==> src/rtl/dmem_access_unit_pkg.sv <==
// Shared types and constants for the data-memory access unit.
package dmem_access_unit_pkg;

    localparam int unsigned DMEM_ADDR_W = 32;
    localparam int unsigned DMEM_MEM_AW = 10;
    localparam int unsigned DMEM_DATA_W = 32;

    // One-hot access states
    typedef enum logic [3:0] {
        ST_IDLE = 4'b0001,
        ST_RD   = 4'b0010,
        ST_WR   = 4'b0100,
        ST_RESP = 4'b1000
    } state_e;

    // Store format codes
    localparam logic [1:0] FMT_SW  = 2'b00;
    localparam logic [1:0] FMT_SH  = 2'b01;
    localparam logic [1:0] FMT_SB  = 2'b10;
    // Load format codes share the same encoding
    localparam logic [1:0] FMT_LW  = 2'b00;
    localparam logic [1:0] FMT_LH  = 2'b01;
    localparam logic [1:0] FMT_LB  = 2'b10;
    localparam logic [1:0] FMT_ILL = 2'b11;

    // Request fields captured at accept
    typedef struct packed {
        logic                   we;
        logic [1:0]             addr_lo;
        logic [DMEM_DATA_W-1:0] wdata;
        logic [1:0]             store_fmt;
        logic [1:0]             load_fmt;
        logic                   load_sext;
    } req_t;

    // Illegal format or address not aligned to the access size
    function automatic logic fmt_err(input logic [1:0] fmt, input logic [1:0] addr_lo);
        fmt_err = (fmt == FMT_ILL)
               || ((fmt == FMT_SH) && addr_lo[0])
               || ((fmt == FMT_SW) && (addr_lo != 2'b00));
    endfunction

endpackage

==> src/rtl/dmem_access_unit_lane_mux.sv <==
// Little-endian lane handling: load extract/extend and sub-word store merge.
module dmem_lane_mux
    import dmem_access_unit_pkg::*;
(
    input  logic [1:0]             addr_lo,
    input  logic [1:0]             load_fmt,
    input  logic                   load_sext,
    input  logic [1:0]             store_fmt,
    input  logic [DMEM_DATA_W-1:0] mem_rdata,
    input  logic [DMEM_DATA_W-1:0] store_data,
    output logic [DMEM_DATA_W-1:0] load_data_c,
    output logic [DMEM_DATA_W-1:0] merge_data_c
);

    logic [7:0]  byte_sel;
    logic [15:0] half_sel;

    // Select the addressed lane, then extend it for loads or splice new data for stores
    always_comb begin
        byte_sel     = mem_rdata[{addr_lo, 3'b000} +: 8];
        half_sel     = mem_rdata[{addr_lo[1], 4'b0000} +: 16];
        load_data_c  = mem_rdata;
        merge_data_c = store_data;

        case (load_fmt)
            FMT_LH:  load_data_c = {{16{load_sext & half_sel[15]}}, half_sel};
            FMT_LB:  load_data_c = {{24{load_sext & byte_sel[7]}}, byte_sel};
            default: load_data_c = mem_rdata;
        endcase

        case (store_fmt)
            FMT_SH: begin
                merge_data_c = mem_rdata;
                merge_data_c[{addr_lo[1], 4'b0000} +: 16] = store_data[15:0];
            end
            FMT_SB: begin
                merge_data_c = mem_rdata;
                merge_data_c[{addr_lo, 3'b000} +: 8] = store_data[7:0];
            end
            default: merge_data_c = store_data;
        endcase
    end

endmodule

==> src/rtl/dmem_access_unit.sv <==
// Data-memory responder: load/store requests against a word memory with ack handshake.
module dmem_access_unit
    import dmem_access_unit_pkg::*;
#(
    parameter int unsigned ADDR_W = DMEM_ADDR_W,
    parameter int unsigned MEM_AW = DMEM_MEM_AW
) (
    input  logic                   clk,
    input  logic                   rst,
    input  logic                   req_valid,
    output logic                   req_ready,
    input  logic                   req_we,
    input  logic [ADDR_W-1:0]      req_addr,
    input  logic [DMEM_DATA_W-1:0] req_wdata,
    input  logic [1:0]             store_format_signal,
    input  logic [1:0]             dmem2ref_signal,
    input  logic                   load_sext,
    output logic                   resp_valid,
    input  logic                   resp_ready,
    output logic [DMEM_DATA_W-1:0] resp_rdata,
    output logic                   resp_err,
    output logic [MEM_AW-1:0]      mem_addr,
    output logic                   mem_rd,
    output logic                   mem_wr,
    output logic [DMEM_DATA_W-1:0] mem_wdata,
    input  logic [DMEM_DATA_W-1:0] mem_rdata,
    input  logic                   mem_ack
);

    state_e                 state_q, state_d;
    req_t                   req_q, req_d;
    logic                   req_ready_q, req_ready_d;
    logic                   resp_valid_q, resp_valid_d;
    logic [DMEM_DATA_W-1:0] resp_rdata_q, resp_rdata_d;
    logic                   resp_err_q, resp_err_d;
    logic [MEM_AW-1:0]      mem_addr_q, mem_addr_d;
    logic                   mem_rd_q, mem_rd_d;
    logic                   mem_wr_q, mem_wr_d;
    logic [DMEM_DATA_W-1:0] mem_wdata_q, mem_wdata_d;
    logic [1:0]             acc_fmt;
    logic [DMEM_DATA_W-1:0] load_data_c;
    logic [DMEM_DATA_W-1:0] merge_data_c;
    logic                   unused_addr_bits;

    assign unused_addr_bits = ^req_addr[ADDR_W-1:MEM_AW+2];

    // Lane extraction and merge on the latched request
    dmem_lane_mux u_lane_mux (
        .addr_lo      (req_q.addr_lo),
        .load_fmt     (req_q.load_fmt),
        .load_sext    (req_q.load_sext),
        .store_fmt    (req_q.store_fmt),
        .mem_rdata    (mem_rdata),
        .store_data   (req_q.wdata),
        .load_data_c  (load_data_c),
        .merge_data_c (merge_data_c)
    );

    // Next state, capture and registered-output decode
    always_comb begin
        state_d      = state_q;
        req_d        = req_q;
        resp_rdata_d = resp_rdata_q;
        resp_err_d   = resp_err_q;
        mem_addr_d   = mem_addr_q;
        mem_wdata_d  = mem_wdata_q;
        acc_fmt      = req_we ? store_format_signal : dmem2ref_signal;

        case (state_q)
            ST_IDLE: begin
                if (req_valid) begin
                    req_d.we        = req_we;
                    req_d.addr_lo   = req_addr[1:0];
                    req_d.wdata     = req_wdata;
                    req_d.store_fmt = store_format_signal;
                    req_d.load_fmt  = dmem2ref_signal;
                    req_d.load_sext = load_sext;
                    mem_addr_d      = req_addr[MEM_AW+1:2];
                    resp_rdata_d    = '0;
                    resp_err_d      = 1'b0;
                    if (fmt_err(acc_fmt, req_addr[1:0])) begin
                        resp_err_d = 1'b1;
                        state_d    = ST_RESP;
                    end else if (req_we && (store_format_signal == FMT_SW)) begin
                        mem_wdata_d = req_wdata;
                        state_d     = ST_WR;
                    end else begin
                        state_d = ST_RD;
                    end
                end
            end
            ST_RD: begin
                if (mem_ack) begin
                    if (req_q.we) begin
                        mem_wdata_d = merge_data_c;
                        state_d     = ST_WR;
                    end else begin
                        resp_rdata_d = load_data_c;
                        state_d      = ST_RESP;
                    end
                end
            end
            ST_WR: begin
                if (mem_ack) begin
                    state_d = ST_RESP;
                end
            end
            ST_RESP: begin
                if (resp_ready) begin
                    state_d = ST_IDLE;
                end
            end
            default: state_d = ST_IDLE;
        endcase

        req_ready_d  = (state_d == ST_IDLE);
        mem_rd_d     = (state_d == ST_RD);
        mem_wr_d     = (state_d == ST_WR);
        resp_valid_d = (state_d == ST_RESP);
    end

    // State, capture and output registers
    always_ff @(posedge clk or negedge rst) begin
        if (!rst) begin
            state_q      <= ST_IDLE;
            req_q        <= '0;
            req_ready_q  <= 1'b1;
            resp_valid_q <= 1'b0;
            resp_rdata_q <= '0;
            resp_err_q   <= 1'b0;
            mem_addr_q   <= '0;
            mem_rd_q     <= 1'b0;
            mem_wr_q     <= 1'b0;
            mem_wdata_q  <= '0;
        end else begin
            state_q      <= state_d;
            req_q        <= req_d;
            req_ready_q  <= req_ready_d;
            resp_valid_q <= resp_valid_d;
            resp_rdata_q <= resp_rdata_d;
            resp_err_q   <= resp_err_d;
            mem_addr_q   <= mem_addr_d;
            mem_rd_q     <= mem_rd_d;
            mem_wr_q     <= mem_wr_d;
            mem_wdata_q  <= mem_wdata_d;
        end
    end

    assign req_ready  = req_ready_q;
    assign resp_valid = resp_valid_q;
    assign resp_rdata = resp_rdata_q;
    assign resp_err   = resp_err_q;
    assign mem_addr   = mem_addr_q;
    assign mem_rd     = mem_rd_q;
    assign mem_wr     = mem_wr_q;
    assign mem_wdata  = mem_wdata_q;

endmodule
==> config.mk <==
export PLATFORM = sky130hd
export DESIGN_NAME = dmem_access_unit
export DESIGN_NICKNAME = d
export VERILOG_FILES = /design/src/rtl/dmem_access_unit_pkg.sv /design/src/rtl/dmem_access_unit_lane_mux.sv /design/src/rtl/dmem_access_unit.sv
export SDC_FILE = /design/constraint.sdc
export NUM_CORES = 1
export LEC_CHECK = 0
export CORE_MARGIN = 2
export CORE_UTILIZATION = 35
export DETAILED_ROUTE_END_ITERATION = 10
export MAX_ROUTING_LAYER = met4
export SLEW_MARGIN = 30
export SYNTH_ARGS = -nofsm -noshare
export SYNTH_HDL_FRONTEND = slang
export SYNTH_HIERARCHICAL = 1
export SYNTH_SLANG_ARGS = --single-unit
==> constraint.sdc <==
create_clock -name clk -period 2.4 [get_ports clk]
set_clock_uncertainty 0.05 [all_clocks]
set_input_delay 0.24 -clock clk [delete_from_list [all_inputs] [get_ports clk]]
set_output_delay 0.24 -clock clk [all_outputs]
set_load 0.03 [all_outputs]
==> results of run 1 <==
kinds of logic (layout without fill, tap and decap cells):
family                     Yosys count  count (layout)
AOI/OAI and AO/OA                  215             215
DFF                                123             123
and+or+nand+nor                    291             291
buffers and inverters               75             255
muxes                               51              51
adders and majority gates            9               9
cells in the final DEF (no fill, tap or decap), drive strengths merged, types with 2 or more instances in the layout:
cell	netlist	layout
clkbuf	34	22
nand3	33	33
o221ai	2	2
o2bb2ai	7	7
a21oi	28	28
a31oi	2	2
a32oi	7	7
ha	9	9
nand2	222	222
and2	4	4
clkinv	1	4
a222oi	4	4
or2	3	3
o21a	2	2
a21o	18	18
nor2	11	11
o21ai	85	85
o31ai	10	10
inv	18	18
clkdlybuf4s50	0	164
mux2i	37	37
bufinv	0	4
dfrtp	121	121
a2bb2oi	8	8
o22ai	2	2
mux2	14	14
a221o	4	4
nor3	3	3
a22oi	25	25
nor2b	3	3
a22o	8	8
buf	22	41
nand2b	6	6
dfstp	2	2
per-stage QoR:
stage	setup WS, ns	cells
4_1_cts	0.111	1209
5_1_grt	0.0104	1209
3_3_place_gp	0.188	1178
2_1_floorplan	0.00536	764
3_5_place_dp	0.152	1178
6_report	0.145	1209
tightest hold or removal path, cell delays in order:
cell and delay (ns):
clkdlybuf4s50_1 0.39, nand2_1 0.05, nand2_1 0.04
routing by layer:
layer / track usage (%) / vias to the layer above / part of all wire (%) / wire length [um]
li1: - / 3005 / - / -
met1: 30.2 / 2978 / 47 / 10100
met5: - / - / 0 / 0
met2: 32.7 / 202 / 46 / 9960
met4: 8.10 / 0 / 2.3 / 497
met3: 3.57 / 35 / 5.1 / 1100
worst max-delay path by stage:
stage,to,slack [ns],cells after the start
floorplan,mem_wdata[17]$_DFFE_PN0P_,0.005,10
global placement,mem_wdata[7]$_DFFE_PN0P_,0.19,7
detailed placement,mem_wdata[21]$_DFFE_PN0P_,0.15,9
CTS,mem_wdata[22]$_DFFE_PN0P_,0.11,9
global route,mem_wdata[21]$_DFFE_PN0P_,0.01,9
finish,mem_wdata[22]$_DFFE_PN0P_,0.15,9
sequential cells by signal, indices dropped and copies added (netlist names), 4 cells and up:
signal      count
resp_rdata     32
mem_wdata      32
mem_addr       10
req_q          40
state_q         4
power breakdown:
part / switching (uW) / internal, uW / total [uW]
registers: 578 / 2830 / 3410
clock network: 912 / 1770 / 2690
logic: 3700 / 2660 / 6360
total: 5190 / 7260 / 12500
final cells by class:
cell class              count  area [um2]  area share (%)
clock inverters             8         143            1.49
flip-flops and latches    123        3080            32.1
repair buffers            206        2050            21.3
well taps                 265         332            3.46
clock buffers              22         464            4.84
multi-input cells         566        3450            36.0
inverters                  19        71.3           0.744
timing repair:
item | 4_1_cts | 5_1_grt
resized for setup | 0 | 1
setup endpoints to repair | 0 | 1
hold buffers | 1 | 0
hold endpoints to repair | 121 | 0
==> out/results.txt, run 1 <==
Maximum net fanout on the critical path - 8
Fin crit share - 93.9%
Main synth FF type - dfrtp_1
Clock tree sinks - 123
Leakage power - 0.00420 uW
Synth Area in Compound Gates - 22.5%
Largest net degree at the start of global routing - 124
R2R cell count - 9
Final wirelength - 21700 um
Vias per cell - 5.14
# port buffers - 165
Mean Syn Cell Area - 8.95 um2
Pwr dens - 1300 nW/um2
Status - completed
Layout cells sized above 1 - 12.7%
HPWL Detailed - 15600 um
Worst Max-Slew Pin Slew - 0.740 ns
# Max-Cap Violations - 0
Antenna violations before repair - 0
Core area - 19300 um2
Post-synth ARST share - 100%
Initial DRC Count - 401
Post-Route Setup TNS - 0 ns
Largest family of logic cells by synthesized area - compound AO/OA/AOI/OAI gates
Syn Inst Count - 764
Synth area leader - dfrtp_1
Row Count - 51
Peak supply drop - 0.645 mV
RSZ-0062 raised after global routing - no
Layout area overhead - 40.3%
Seq cells post-synth - 123
Post-synthesis sequential area ratio - 45.1%
Clock Latency Late Sink - 0.42 ns
Min-delay src - req_addr[11]
Num CTS Buffers - 17
DRC viols - 0
Crit-path cells - inv_2 > ha_1 > or4b_4 > nor4b_4 > buf_4 > a22oi_1 > o21ai_1 > mux2i_1 > o21ai_2
Worst hold path endpoint - mem_addr[9]$_DFFE_PN0P_
Critical path class - reg2reg
Post-synthesis instance area - 6840 um2
Most frequent cell after synthesis - nand2_1
Max-slew violation count - 0
Yosys top cell area share - 44.3%
Crit. End Element - register
Critical Path Max Stage Delay - 0.56 ns
F_max - 444 MHz
Worst Hold Depth - 3
Most area-consuming cells after synthesis - dfrtp_1 44%, nand2_1 12%, mux2i_1 5.4%
Post-CTS setup buffer count - 0
Area share of fa/ha/maj cells after synthesis - 1.65%
Post-route cell area - 9590 um2
Num ports - 186
XOR/XNOR Fraction of Synth Area - 0%
Worst reg2reg endpoint - mem_wdata[22]$_DFFE_PN0P_
DR vias - 6220
Die Width - 144 um
CP startpoint - req_q[38]$_DFFE_PN0P_
Final Util - 49.6%
Syn nets - 880
Top delay family on crit path - simple AND/OR/NAND/NOR gates
CTS tree - built
Total power - 12500 uW
Ant diodes - 0
Fin nets - 1049
Final hold slack - 0.294 ns
RR Startpoint - req_q[38]$_DFFE_PN0P_
Crit path DAT - 2.56 ns
First-pass GRT wire length - 33500 um
Simple-gate share of the synthesized area - 18.2%
Clk root buf - clkbuf_16
Final Wtd Congestion - 0.904
Layout fillers - 1854
Worst path bufs/invs - 2
Grt ovf - 0
Slew margin rel. - 50.7%
Kind of start point of the critical path - register
EDFF count, synth - 0
Unique cell type count in the Yosys netlist - 52
CP required - 2.70 ns
Routed Antenna Nets - 0
Most common library cells after synthesis - 222 x nand2_1, 121 x dfrtp_1, 42 x o21ai_1
Clk slew on worst S/H paths - 0.06 ns
Die area - 20700 um2
Number of detailed-routing iterations run before antenna repair - 5
Setup slack, reg-to-reg - 0.15 ns
Die H - 144 um
Mux contribution to synthesized area - 7.78%
CP max-delay cell - or4b_4
Final min period - 2.25 ns
Avg WL per Cell - 17.9 um
Final setup violation count - 0
Hold crit path type - in2reg
Synth Warn # - 6
CTS max path bufs - 2
GR Util All Layers - 22.0%
Initial Utilization - 35.4%
Vias in the first global route - 5985
DP Area - 8970 um2
Htree depth - 4
Final hold violations - 0
Power figures use the tool's default switching activity.
==> run 2, diff against run 1 <==
SKIP_LAST_GASP = 1   (was default)
clock period = 2.6 ns   (was 2.4 ns; I/O delays follow)
==> out/results.txt, run 2 (synthesized netlist as in run 1, its figures left out) <==
Hold crit path type - in2async
Status - completed
RSZ-0062 raised after global routing - no
Number of detailed-routing iterations run before antenna repair - 5
Antenna violations before repair - 0
CP startpoint - req_q[4]$_DFFE_PN0P_
Fin crit share - 91.4%
F_max - 421 MHz
Final non-filler cell total - 1199
HPWL Detailed - 15700 um
Ant diodes - 0
Layout area overhead - 39.1%
Largest net degree at the start of global routing - 65
Final min period - 2.38 ns
Initial DRC Count - 485
Place WS - 0.242 ns
Switching part of the total - 41.9%
DRC viols - 0
CTS tree - built
Worst Max-Slew Pin Slew - 0.744 ns
DR vias - 6161
Pwr dens - 1200 nW/um2
First-pass GRT wire length - 33200 um
Crit-path cells - inv_1 > ha_1 > and2_1 > buf_4 > a21oi_1 > nor2_1 > a22o_1 > mux2i_1 > o21ai_2
Worst reg2reg endpoint - mem_wdata[7]$_DFFE_PN0P_
# port buffers - 165
Maximum net fanout on the critical path - 17
Row Count - 51
Layout cells sized above 1 - 11.8%
Max reg flops - 40
Die Width - 144 um
Kind of start point of the critical path - register
Core area - 19300 um2
Post-Route Setup TNS - 0 ns
Final Wtd Congestion - 0.939
Peak supply drop - 0.618 mV
Routed Antenna Nets - 0
Inst Count DP - 1166
Crit path DAT - 2.68 ns
Commonest non-fill, non-tap cells in the layout - 221 x nand2_1, 164 x clkdlybuf4s50_1, 121 x dfrtp_1
Final hold violations - 0
Avg WL per Cell - 17.9 um
Clk slew on worst S/H paths - 0.06 ns
Grt ovf - 0
Worst path bufs/invs - 2
Final setup violation count - 0
Die H - 144 um
Max-slew violation count - 0
CTS max path bufs - 2
R2R cell count - 9
Psw - 4780 uW
Reg with most FFs - req_q
Layout fillers - 1818
GR Util All Layers - 21.9%
Setup slack, reg-to-reg - 0.22 ns
Clock Latency Late Sink - 0.42 ns
Htree depth - 4
Initial Utilization - 35.4%
Num ports - 186
Reg power frac - 27.5%
Critical Path Max Stage Delay - 0.46 ns
Clock tree sinks - 123
Comb pwr share - 49.9%
CP max-delay cell - nor2_1
Vias in the first global route - 5926
Setup ws final - 0.224 ns
Final Util - 49.2%
Vias per cell - 5.14
Die area - 20700 um2
Crit. End Element - register
Num CTS Buffers - 17
CP required - 2.90 ns
# Max-Cap Violations - 0
Fin nets - 1037
Post-CTS setup buffer count - 0
RR Startpoint - req_q[4]$_DFFE_PN0P_
Most common cell after layout, fill and taps aside - nand2_1
Final wirelength - 21500 um
Top delay family on crit path - simple AND/OR/NAND/NOR gates
Slew margin rel. - 50.4%
Critical path class - reg2reg
Clk root buf - clkbuf_16
Leakage power - 0.00415 uW
Internal power - 6630 uW
Clock power share - 22.6%
-- run 2: cell count changes in the layout (fill, tap and decap cells not counted) --
cell | before | now
buf_4 | 34 | 24
buf_12 | 7 | 5
clkbuf_1 | 3 | 1
clkbuf_8 | 2 | 4
clkinv_4 | 0 | 2
clkinv_2 | 3 | 2
clkinvlp_4 | 1 | 2
dfrtp_1 | 120 | 121
dfrtp_2 | 1 | 0
o31ai_1 | 9 | 10
o31ai_2 | 1 | 0
-- run 2: how the worst max path moves through the flow --
stage / to / slack (ns) / depth (start not counted)
CTS: mem_wdata[29]$_DFFE_PN0P_ / 0.23 / 9
finish: mem_wdata[7]$_DFFE_PN0P_ / 0.22 / 9
global placement: mem_wdata[29]$_DFFE_PN0P_ / 0.30 / 9
detailed placement: mem_wdata[29]$_DFFE_PN0P_ / 0.24 / 9
global route: mem_wdata[7]$_DFFE_PN0P_ / 0.01 / 9
floorplan: mem_wdata[17]$_DFFE_PN0P_ / 0.03 / 10
-- run 2: area by class of cell --
class	instances	area [um2]	share of cell area (%)
Multi-Input combinational cell	566	3450	36.3
Sequential cell	123	3080	32.4
Timing Repair Buffer	194	1930	20.3
Clock buffer	22	484	5.09
Tap cell	265	332	3.49
Clock inverter	10	163	1.71
Inverter	19	71.3	0.750
-- run 2: layer usage --
metal	share of wire (%)	wire, um	vias to the layer above	track usage, %
met5	0	0	-	-
met1	46	9950	2914	30.2
li1	-	-	2994	-
met4	2.4	516	0	7.28
met3	5.9	1260	38	4.87
met2	45	9730	215	32.1
-- run 2: power groups by stage --
| stage | sequential, uW | combinational [uW] | clock [uW] |
|---|---|---|---|
| global placement | 3150 | 5640 | 0 |
| floorplan | 3760 | 3110 | 0 |
| global route | 3230 | 6200 | 2710 |
| detailed placement | 3160 | 5690 | 0 |
| CTS | 3140 | 5700 | 2630 |
| finish | 3140 | 5690 | 2580 |
-- run 2: metrics by stage --
| step | hold WS, ns | cell area, um2 | total power, uW |
|---|---|---|---|
| final | 0.278 | 9510 | 11400 |
| after global routing | 0.318 | 9510 | 12100 |
| after CTS | 0.294 | 9510 | 11500 |
| after detailed placement | 0.198 | 8850 | 8850 |
| after global placement | 0.199 | 8850 | 8780 |
| after floorplan | -0.0856 | 6840 | 6870 |
-- run 2: what timing repair did --
action,in CTS,in global routing
hold buffers,1,0
resized for setup,0,0
hold endpoints to repair,30,0
==> run 3, diff against run 2 <==
SETUP_SLACK_MARGIN = 0.15   (was default)
==> out/results.txt, run 3 (synthesized netlist as in run 1, its figures left out) <==
Clk root buf - clkbuf_16
Max reg flops - 40
Final hold violations - 0
Kind of start point of the critical path - register
Num CTS Buffers - 17
Peak supply drop - 0.565 mV
Clock Latency Late Sink - 0.43 ns
Final Wtd Congestion - 0.925
# port buffers - 165
Initial Utilization - 35.4%
Number of detailed-routing iterations run before antenna repair - 7
Leakage power - 0.00417 uW
Core area - 19300 um2
GR Util All Layers - 22.7%
Die Width - 144 um
Final hold slack - 0.309 ns
Routed Antenna Nets - 0
Worst Max-Slew Pin Slew - 0.768 ns
Critical path class - reg2reg
Layout fillers - 1826
CTS tree - built
Reg with most FFs - req_q
Die area - 20700 um2
Initial DRC Count - 423
DRC viols - 0
Die H - 144 um
Pwr dens - 1220 nW/um2
Most common cell after layout, fill and taps aside - nand2_1
DR vias - 6227
CTS max path bufs - 2
DP Area - 8870 um2
Clk slew on worst S/H paths - 0.06 ns
Final setup violation count - 0
Final wirelength - 22100 um
First-pass GRT wire length - 34500 um
Hold crit path type - in2async
Layout cells sized above 1 - 11.9%
Clock tree sinks - 123
CP required - 2.90 ns
Avg WL per Cell - 18.4 um
Crit path DAT - 2.61 ns
Layout area overhead - 39.8%
Num ports - 186
Slew margin rel. - 48.8%
Largest net degree at the start of global routing - 65
Final min period - 2.31 ns
Post-route cell area - 9560 um2
Final non-filler cell total - 1199
Antenna violations before repair - 0
Total power - 11600 uW
Fin crit share - 89.0%
Vias per cell - 5.19
HPWL Detailed - 15800 um
F_max - 432 MHz
Row Count - 51
Post-CTS setup buffer count - 0
Max-slew violation count - 0
Crit. End Element - register
Maximum net fanout on the critical path - 8
Fin nets - 1037
Vias in the first global route - 6057
RSZ-0062 raised after global routing - yes
Post-Route Setup TNS - 0 ns
Status - completed
Inst Count DP - 1166
Grt ovf - 0
Htree depth - 4
Commonest non-fill, non-tap cells in the layout - 221 x nand2_1, 164 x clkdlybuf4s50_1, 120 x dfrtp_1
# Max-Cap Violations - 0
Ant diodes - 0
[run 3: repair_timing]
action / in CTS / in global routing
hold endpoints to repair: 33 / 0
gates resized for setup: 0 / 1
endpoints found under the setup margin: 0 / 9
hold buffers: 1 / 0
[run 3: per-stage QoR]
stage | utilization [%] | worst slack [ns]
floorplan | - | 0.174
global placement | 45.9 | 0.292
detailed placement | 45.9 | 0.246
CTS | 49.4 | 0.294
global route | 49.4 | 0.148
finish | 49.4 | 0.286
[run 3: final cells by class]
cell class / count / area (um2) / area share [%]
clock inverters: 11 / 215 / 2.25
repair buffers: 194 / 1940 / 20.3
flip-flops and latches: 123 / 3080 / 32.3
well taps: 265 / 332 / 3.47
multi-input cells: 566 / 3450 / 36.1
clock buffers: 21 / 460 / 4.82
inverters: 19 / 71.3 / 0.746
[run 3: worst paths after layout]
check / cells after the start / slack [ns] / startpoint / end
max in group asynchronous: 3 / 1.48 / rst / resp_rdata[1]$_DFFE_PN0P_
setup reg to reg: 8 / 0.29 / req_q[37]$_DFFE_PN0P_ / mem_wdata[15]$_DFFE_PN0P_
hold reg to reg: 2 / 0.42 / req_q[35]$_DFFE_PN0P_ / req_q[35]$_DFFE_PN0P_
setup / recovery: 8 / 0.29 / req_q[37]$_DFFE_PN0P_ / mem_wdata[15]$_DFFE_PN0P_
hold / removal: 2 / 0.31 / rst / mem_wdata[31]$_DFFE_PN0P_
min in group clk: 3 / 0.31 / req_addr[5] / mem_addr[3]$_DFFE_PN0P_
[run 3: routing by layer]
metal / routed length [um] / vias up / share of wire, % / global-route usage (%)
met4: 597 / 0 / 2.7 / 8.67
li1: - / 2983 / - / -
met3: 1250 / 44 / 5.6 / 3.63
met2: 10100 / 248 / 46 / 34.1
met5: 0 / - / 0 / -
met1: 10100 / 2952 / 46 / 30.9
[run 3: where the power goes]
part           internal (uW)  switching, uW  total [uW]
Clock                   1850            900        2750
Combinational           2320           3420        5740
Sequential              2610            536        3140
Total                   6780           4860       11600
[run 3: critical path: stages, from the launching register on]
cell and delay [ns]:
dfrtp_1 0.34, inv_1 0.08, ha_1 0.25, or3b_4 0.44, nor2_4 0.24, a22oi_1 0.13, o31ai_1 0.40, mux2i_1 0.18
o21ai_2 0.13
